<file path="src/rtl/dmem_arb_pkg.sv">
// dmem_arb_pkg: shared state, owner and request types for the data-memory arbiter
package dmem_arb_pkg;
  localparam int REQ_AW = 64;
  localparam int REQ_DW = 64;
  typedef enum logic [1:0] {IDLE = 2'd0, BUSY = 2'd1, RESP = 2'd2} state_t;
  localparam logic OWN_CPU = 1'b0;
  localparam logic OWN_EXT = 1'b1;
  typedef struct packed {
    logic              we;
    logic [REQ_AW-1:0] addr;
    logic [REQ_DW-1:0] wdata;
  } req_t;
endpackage

</file>
<file path="src/rtl/dmem_arb_prio.sv">
// dmem_arb_prio: CPU-first grant decision with an EXT anti-starvation streak counter
module dmem_arb_prio
  import dmem_arb_pkg::*;
#(
  parameter int STARVE_MAX = 4
) (
  input  logic clk,
  input  logic reset,
  input  logic idle,
  input  logic cpu_req,
  input  logic ext_req,
  output logic grant,
  output logic owner
);
  localparam int SW = $clog2(STARVE_MAX + 1);
  logic [SW-1:0] streak;
  always_comb begin
    grant = idle & (cpu_req | ext_req);
    owner = (ext_req & (~cpu_req | streak == SW'(STARVE_MAX))) ? OWN_EXT : OWN_CPU;
  end
  always_ff @(posedge clk)
    if (reset) streak <= '0;
    else if (idle) streak <= (~ext_req | owner == OWN_EXT) ? '0 : streak + 1'b1;
endmodule

</file>
<file path="src/rtl/dmem_arbiter.sv">
// dmem_arbiter: CPU/EXT data-memory port arbiter with fixed-latency sequencing; DMEM_ARB_PERF_EN adds grant/stall counters
module dmem_arbiter
  import dmem_arb_pkg::*;
#(
  parameter int ADDR_W     = 64,
  parameter int DATA_W     = 64,
  parameter int MEM_LAT    = 1,
  parameter int STARVE_MAX = 4
) (
  input  logic              clk,
  input  logic              reset,
  input  logic              cpu_req,
  input  logic              cpu_we,
  input  logic [ADDR_W-1:0] cpu_addr,
  input  logic [DATA_W-1:0] cpu_wdata,
  output logic              cpu_ack,
  output logic [DATA_W-1:0] cpu_rdata,
  output logic              cpu_stall,
  input  logic              ext_req,
  input  logic              ext_we,
  input  logic [ADDR_W-1:0] ext_addr,
  input  logic [DATA_W-1:0] ext_wdata,
  output logic              ext_ack,
  output logic [DATA_W-1:0] ext_rdata,
  output logic [ADDR_W-1:0] mem_addr,
  output logic [DATA_W-1:0] mem_wdata,
  output logic              mem_we,
  output logic              mem_re,
  input  logic [DATA_W-1:0] mem_rdata
`ifdef DMEM_ARB_PERF_EN
  ,
  output logic [31:0]       cpu_grant_cnt,
  output logic [31:0]       ext_grant_cnt,
  output logic [31:0]       stall_cycle_cnt
`endif
);
  localparam int LW = $clog2(MEM_LAT + 1);
  state_t state;
  logic owner;
  logic [LW-1:0] lat_cnt;
  req_t lat;
  req_t sel;
  logic gnt;
  logic gnt_own;
  dmem_arb_prio #(.STARVE_MAX(STARVE_MAX)) u_prio (
    .clk(clk),
    .reset(reset),
    .idle(state == IDLE),
    .cpu_req(cpu_req),
    .ext_req(ext_req),
    .grant(gnt),
    .owner(gnt_own)
  );
  always_comb begin
    sel = (gnt_own == OWN_EXT) ? req_t'{ext_we, REQ_AW'(ext_addr), REQ_DW'(ext_wdata)}
                               : req_t'{cpu_we, REQ_AW'(cpu_addr), REQ_DW'(cpu_wdata)};
    cpu_stall = cpu_req & ~cpu_ack;
    mem_addr = lat.addr[ADDR_W-1:0];
    mem_wdata = lat.wdata[DATA_W-1:0];
  end
  always_ff @(posedge clk) begin
    if (reset) begin
      state     <= IDLE;
      owner     <= OWN_CPU;
      lat_cnt   <= '0;
      lat       <= '0;
      mem_we    <= 1'b0;
      mem_re    <= 1'b0;
      cpu_ack   <= 1'b0;
      ext_ack   <= 1'b0;
      cpu_rdata <= '0;
      ext_rdata <= '0;
    end else begin
      cpu_ack <= 1'b0;
      ext_ack <= 1'b0;
      mem_we  <= 1'b0;
      if (state == IDLE) begin
        if (gnt) begin
          state   <= BUSY;
          owner   <= gnt_own;
          lat     <= sel;
          lat_cnt <= LW'(MEM_LAT - 1);
          mem_we  <= sel.we;
          mem_re  <= ~sel.we;
        end
      end else if (state == BUSY) begin
        lat_cnt <= lat_cnt - 1'b1;
        if (lat_cnt == '0) begin
          state   <= RESP;
          lat     <= '0;
          mem_re  <= 1'b0;
          cpu_ack <= owner == OWN_CPU;
          ext_ack <= owner == OWN_EXT;
          if (!lat.we && owner == OWN_CPU) cpu_rdata <= mem_rdata;
          if (!lat.we && owner == OWN_EXT) ext_rdata <= mem_rdata;
        end
      end else begin
        state <= IDLE;
      end
    end
  end
`ifdef DMEM_ARB_PERF_EN
  always_ff @(posedge clk) begin
    if (reset) begin
      cpu_grant_cnt   <= '0;
      ext_grant_cnt   <= '0;
      stall_cycle_cnt <= '0;
    end else begin
      cpu_grant_cnt   <= cpu_grant_cnt + 32'(gnt && gnt_own == OWN_CPU);
      ext_grant_cnt   <= ext_grant_cnt + 32'(gnt && gnt_own == OWN_EXT);
      stall_cycle_cnt <= stall_cycle_cnt + 32'(cpu_stall);
    end
  end
`endif
endmodule

</file>
<file path="config.mk">
export PLATFORM = sky130hd
export DESIGN_NAME = dmem_arbiter
export DESIGN_NICKNAME = d
export VERILOG_FILES = /design/src/rtl/dmem_arb_pkg.sv /design/src/rtl/dmem_arb_prio.sv /design/src/rtl/dmem_arbiter.sv
export SDC_FILE = /design/constraint.sdc
export NUM_CORES = 1
export LEC_CHECK = 0
export ABC_CLOCK_PERIOD_IN_PS = 2650
export CORE_AREA = 2 2 225 227
export DETAILED_ROUTE_END_ITERATION = 8
export DIE_AREA = 0 0 227 229
export DONT_BUFFER_PORTS = 1
export GPL_TIMING_DRIVEN = 0
export PLACE_DENSITY = 0.47
export SYNTH_ARGS = -nofsm -noshare
export SYNTH_HDL_FRONTEND = slang
export SYNTH_HIERARCHICAL = 1
export SYNTH_SLANG_ARGS = --single-unit
</file>
<file path="constraint.sdc">
create_clock -name clk -period 2.65 [get_ports clk]
set_clock_uncertainty 0.2 [all_clocks]
set_input_delay 0.6625 -clock clk [delete_from_list [all_inputs] [get_ports clk]]
set_output_delay 0.6625 -clock clk [all_outputs]
set_load 0.01 [all_outputs]
</file>
# Word level (Yosys, flattened, before mapping)
# Cells that the tools add are included.
[op_classes]
add_sub_neg = 2
n_eq_ne = 5
mux = 18
bitwise_logic = 15
n_reduce_logical = 13
[ops]
columns = ["cell", "n"]
rows = [
  ["two-way mux 129 bit", 5],
  ["NOT 1 bit", 9],
  ["two-way mux 1 bit", 8],
  ["two-way mux 2 bit", 4],
  ["AND reduction 4 bit", 2],
  ["AND reduction 2 bit", 3],
  ["OR reduction 4 bit", 1],
  ["adder 3 x 1 -> 3 bit, second input constant", 1],
  ["AND 1 bit", 3],
  ["equality test 3 bit, second input constant", 1],
  ["two-way mux 3 bit", 1],
  ["!= test 3 x 2 -> 1 bit, second input constant", 1],
  ["bitwise OR 1 bit", 3],
  ["AND reduction 3 bit", 1],
  ["OR reduction 3 bit", 1],
  ["equality test 2 x 1 -> 1 bit, second input constant", 1],
  ["logical AND 1 bit", 2],
  ["zero test 2 bit", 1],
  ["!= test 2 x 1 -> 1 bit, second input constant", 1],
  ["!= test 2 bit, second input constant", 1],
  ["nonzero test 2 bit", 1],
  ["zero test 1 bit", 1],
  ["subtractor 1 bit, second input constant", 1],
]
[totals]
ff_bits = 268
input_bits = 326
word_cells = 66

# Logic depth before layout (Yosys ltp)
[logic_depth]
ltp_word = 8
depth_mapped = 9
ltp_nobuf = 7

# Modules after synthesis
# The synthesis kept the hierarchy.
[modules_own_cells]
columns = ["module", "n_inst", "cells_each", "area_each_um2", "seq_area_each_um2"]
rows = [
  ["dmem_arbiter", 1, 1352, 13401.6, 5305.1],
  ["dmem_arb_prio", 1, 18, 182.7, 60.1],
]

# Least setup slack after synthesis
# Ideal clock, no wire load.
[synth_timing]
path_type = "input to register"
from = "input cpu_req"
to = "register lat, in the netlist mem_addr[52]"
setup_ns = 0.126
arrival_ns = 2.025
slack_ns = 0.298
stages = 7
path_buffers = 2
cell_sequence = "a21boi_2 -> and2b_2 -> buf_2 -> clkbuf_1 -> mux2_2 -> nand2_1 -> mux2i_1"
[synth_via]
elab_chain_len = 7
elab_cells_between_ends = 11
classes_between = "eq/ne: 1; mux: 4; bitwise: 5; reduce/logical: 1"
[synth_lines]
columns = ["element", "line", "source"]
rows = [
  ["start: declaration", "dmem_arbiter.sv:12", "input logic cpu_req,"],
  ["NOT 1 bit", "dmem_arb_prio.sv:19", "owner = (ext_req & (~cpu_req | streak == SW'(STARVE_MAX))) ? OWN_EXT : OWN_CPU;"],
  ["bitwise OR 1 bit", "dmem_arb_prio.sv:19", ""],
  ["AND 1 bit", "dmem_arb_prio.sv:19", ""],
  ["two-way mux 1 bit", "dmem_arb_prio.sv:19", ""],
  ["via gnt_own", "dmem_arbiter.sv:44", "logic gnt_own;"],
  ["two-way mux 129 bit", "dmem_arbiter.sv:55", "sel = (gnt_own == OWN_EXT) ? req_t'{ext_we, REQ_AW'(ext_addr), REQ_DW'(ext_wdata)}"],
  ["two-way mux 129 bit", "dmem_arbiter.sv:78", "if (gnt) begin"],
  ["two-way mux 129 bit", "dmem_arbiter.sv:77", "if (state == IDLE) begin"],
  ["end signal: assignment", "dmem_arbiter.sv:81", "lat <= sel;"],
  ["end: declaration", "dmem_arbiter.sv:41", "req_t lat;"],
]
# The timed path passes the listed nets, and every way through them passes these cells. The select of a mux whose other input is x is not followed.
# A chain may end at the register's enable or synchronous reset.

# Final worst setup path
[layout_timing]
from = "register u_prio.streak[0]"
to = "register lat, in the netlist mem_wdata[31]"
[layout_via]
elab_chain_len = 7
[layout_lines]
columns = ["element", "line", "source"]
rows = [
  ["start: declaration", "dmem_arb_prio.sv:16", "logic [SW-1:0] streak;"],
  ["start signal: assignment", "dmem_arb_prio.sv:23", "else if (idle) streak <= (~ext_req | owner == OWN_EXT) ? '0 : streak + 1'b1;"],
  ["equality test 3 bit", "dmem_arb_prio.sv:19", ""],
  ["bitwise OR 1 bit", "dmem_arb_prio.sv:19", ""],
  ["AND 1 bit", "dmem_arb_prio.sv:19", ""],
  ["two-way mux 1 bit", "dmem_arb_prio.sv:19", ""],
  ["via gnt_own", "dmem_arbiter.sv:44", ""],
  ["two-way mux 129 bit", "dmem_arbiter.sv:55", ""],
  ["two-way mux 129 bit", "dmem_arbiter.sv:78", ""],
  ["two-way mux 129 bit", "dmem_arbiter.sv:77", ""],
]
# The timed path passes the listed nets, and every way through them passes these cells. The select of a mux whose other input is x is not followed.

==> metrics.md <==
| Metric | Value |
|---|---|
| Cell variety after synth | `34` |
| Final Util | `31.6%` |
| Pre-antenna DRT Iters | `4` |
| Most common cell in the netlist | `nand2b_1` |
| Worst endpoint required time | `~2.9 ns` |
| # IOs | `a little under 600` |
| Final Net Count | `1,734` |
| Critical path peak fanout | `10` |
| # DRC | `0` |
| Mapped Avg Cell Area | `around 9.9 um2` |
| Largest net degree at the start of global routing | `13` |
| Core box area | `approximately 0.05 mm2` |
| Hold Crit Start | `mem_rdata[13]` |
| Post-route ant nets | `0` |
| Dpl cells | `2,042` |
| HPWL Detailed | `roughly 36 mm` |
| Mapped Area | `roughly 0.014 mm2` |
| P_leak | `about 6.5 nW` |
| Via/cell ratio | `approximately 4.4` |
| CTS Buf Count | `34` |
| Clk slew on worst S/H paths | `0.06 ns` |
| Clock sinks | `about 270` |
| First-pass GRT wire length | `approximately 64 mm` |
| Worst hold margin | `around 0.11 ns` |
| Final setup vio count | `0` |
| Ys Warns | `6` |
| Port buffer count | `0` |
| Drt wl/cell | `21.7 um` |
| Reg2reg setup slack | `between 0.1 and 0.15 ns` |
| Final Cycle Share | `95.9%` |
| Data arrival time of the critical path | `2.75 ns` |
| Non-Filler Instances | `between 2k and 2.5k` |
| H-Tree Depth | `2` |
| Die Area | `between 0.05 and 0.06 mm2` |
| DIE HEIGHT | `about 230 um` |
| Setup ws final | `0.108 ns` |
| Mapped Nets | `around 1.7k` |
| Cell taking the most area after synthesis | `dfxtp_1` |
| Sum of negative setup slack | `0 ns` |
| CTS tree | `built` |
| Row Count | `slightly above 80` |
| Hold crit path type | `in -> reg` |
| Gpl congestion | `0.775` |
| Post-CTS Setup Inserts | `0` |
| Pre-CTS setup slack | `-0.630 ns` |
| Worst r2r dst | `mem_wdata[31]` |
| Antenna violations before repair | `8` |
| CTS Buffer Depth | `3` |
| Initial Utilization | `between 20% and 30%` |
| Slew @ Worst Pin | `0.932 ns` |
| F_max | `between 300 and 400 MHz` |
| DR iter-0 viols | `262` |
| Worst reg2reg startpoint | `u_prio/streak[0]` |
| Min-Delay Path Depth | `2` |
| Slew headroom | `roughly 38%` |
| Hold Fails Final Rpt | `0` |
| Vias in the first global route | `approximately 9.6k` |
| Tot GR Track Use | `16.9%` |
| Final Slew Violations | `0` |
| Max-cap violation count | `0` |
| Top FF cell, synth | `dfxtp_1` |
| Area grow syn2layout | `15.5%` |
| Crit path kind | `reg -> reg` |
| Ys async rst share | `0%` |
| RSZ-0062 raised after global routing | `yes` |
| Crit end category | `register` |
| Status | `complete, no violations` |
| Root buffer cell | `clkbuf_16` |
| Top post-synthesis cells by area | `dfxtp_1 (39%), mux2i_1 (19%), nand2b_1 (15%)` |
| FF+latch count, synth | `roughly 270` |
| Fin crit period | `approximately 2.5 ns` |
| Startpoint types | `register` |
| Post-synth EDFFs | `0` |
| P per Cell Area | `a little over 800 mW/mm2` |
| Clk_lat worst skew | `between 0.5 and 0.6 ns` |
| Routed vias | `a little over 9k` |
| FF-to-FF path depth | `9` |
| Die Wd | `~230 um` |
| Layout cell share with drive strength beyond 1 | `25.4%` |
| Routed WL | `45.7 mm` |
| Post-synthesis sequential area ratio | `about 40%` |
| Cells after synthesis | `1,370` |
| Peak supply drop | `slightly below 400 uV` |
| Grt ovf | `0` |
| Synth cell count leaders | `nand2b_1 (323), dfxtp_1 (268), mux2i_1 (259)` |
| Hold path endpoint | `cpu_rdata[13]` |
| Top cell type's share of synthesized area | `roughly two fifths` |
## layer usage
| layer | track usage, % | share of wire (%) |
|---|---|---|
| met1 | 19.1 | 39 |
| met2 | 30.0 | 50 |
| met3 | 4.58 | 7.3 |
| met4 | 6.78 | 3.2 |
| met5 | 0 | 0.072 |
## cells in the final DEF (no fill, tap or decap), types with 10 or more instances in the layout
| cell | n |
|---|---|
| clkbuf_1 | 54 |
| mux2i_1 | 259 |
| dfxtp_1 | 268 |
| nand2b_1 | 323 |
| buf_2 | 14 |
| mux2_2 | 129 |
| clkbuf_4 | 10 |
| nand2_1 | 131 |
| buf_4 | 135 |
| clkbuf_8 | 11 |
| clkbuf_16 | 34 |
## sequential cells by signal (all words and copies together) (netlist names)
signal	flops
cpu_rdata	64
ext_rdata	64
mem_addr	64
mem_wdata	64
u_prio/streak	3
state	2
cpu_ack	1
ext_ack	1
lat	1
lat_cnt	1
mem_re	1
mem_we	1
owner	1
## logic make-up (layout without fill, tap and decap cells)
family	after synthesis	after routing	share of synthesized area [%]
mux	388	388	29.8
fa+ha+maj	2	2	0.184
compound gates	8	8	0.470
other cells	0	7	0
simple gates	476	476	19.7
buf+inv	226	287	10.3
flops	268	268	39.5
xor+xnor	2	2	0.129
## where the power goes
part / switching (mW) / internal, mW
logic: 1.55 / 1.38
registers: 0.381 / 4.53
clock network: 1.88 / 2.98
total: 3.81 / 8.88
## repair_timing
item	4_1_cts	5_1_grt
resized for setup	10	25
endpoints found under the hold margin	3	0
setup endpoints to repair	109	93
hold buffers	1	0
## critical path: stages, from the launching register on
cell and delay [ns]:
dfxtp_1 0.33, inv_1 0.07, ha_1 0.16, a21boi_2 0.07, and2b_2 0.30, buf_4 0.32
clkbuf_2 0.35, mux2_2 0.39, nand2_1 0.15, mux2i_1 0.09
## cell type report
class	count	area (um2)
clock inverters	13	168
well taps	672	841
plain buffers	223	1440
fillers	5195	34000
inverters	2	7.51
repair buffers	1	10.0
multi-input cells	876	6820
diodes	7	17.5
clock buffers	48	1010
flip-flops and latches	268	5370
## stage by stage
step	total power, mW	instance area [um2]
finish	12.7	15700
global route	13.3	15700
CTS	12.9	15600
detailed placement	7.96	14400
global placement	7.93	14400
floorplan	7.17	13600
## worst max-delay path by stage
stage                     slack [ns]             to  cells past startpoint             start
after floorplan                 0.30   mem_addr[52]                      7           cpu_req
after global placement         -0.56  mem_wdata[43]                      7           cpu_req
after detailed placement       -0.63  mem_wdata[43]                      7           cpu_req
after CTS                      0.005   mem_addr[36]                      9  u_prio/streak[0]
after global routing           -0.01   mem_addr[50]                      6          state[0]
final                           0.11  mem_wdata[31]                      9  u_prio/streak[0]
(Power assumes the default switching activity.)
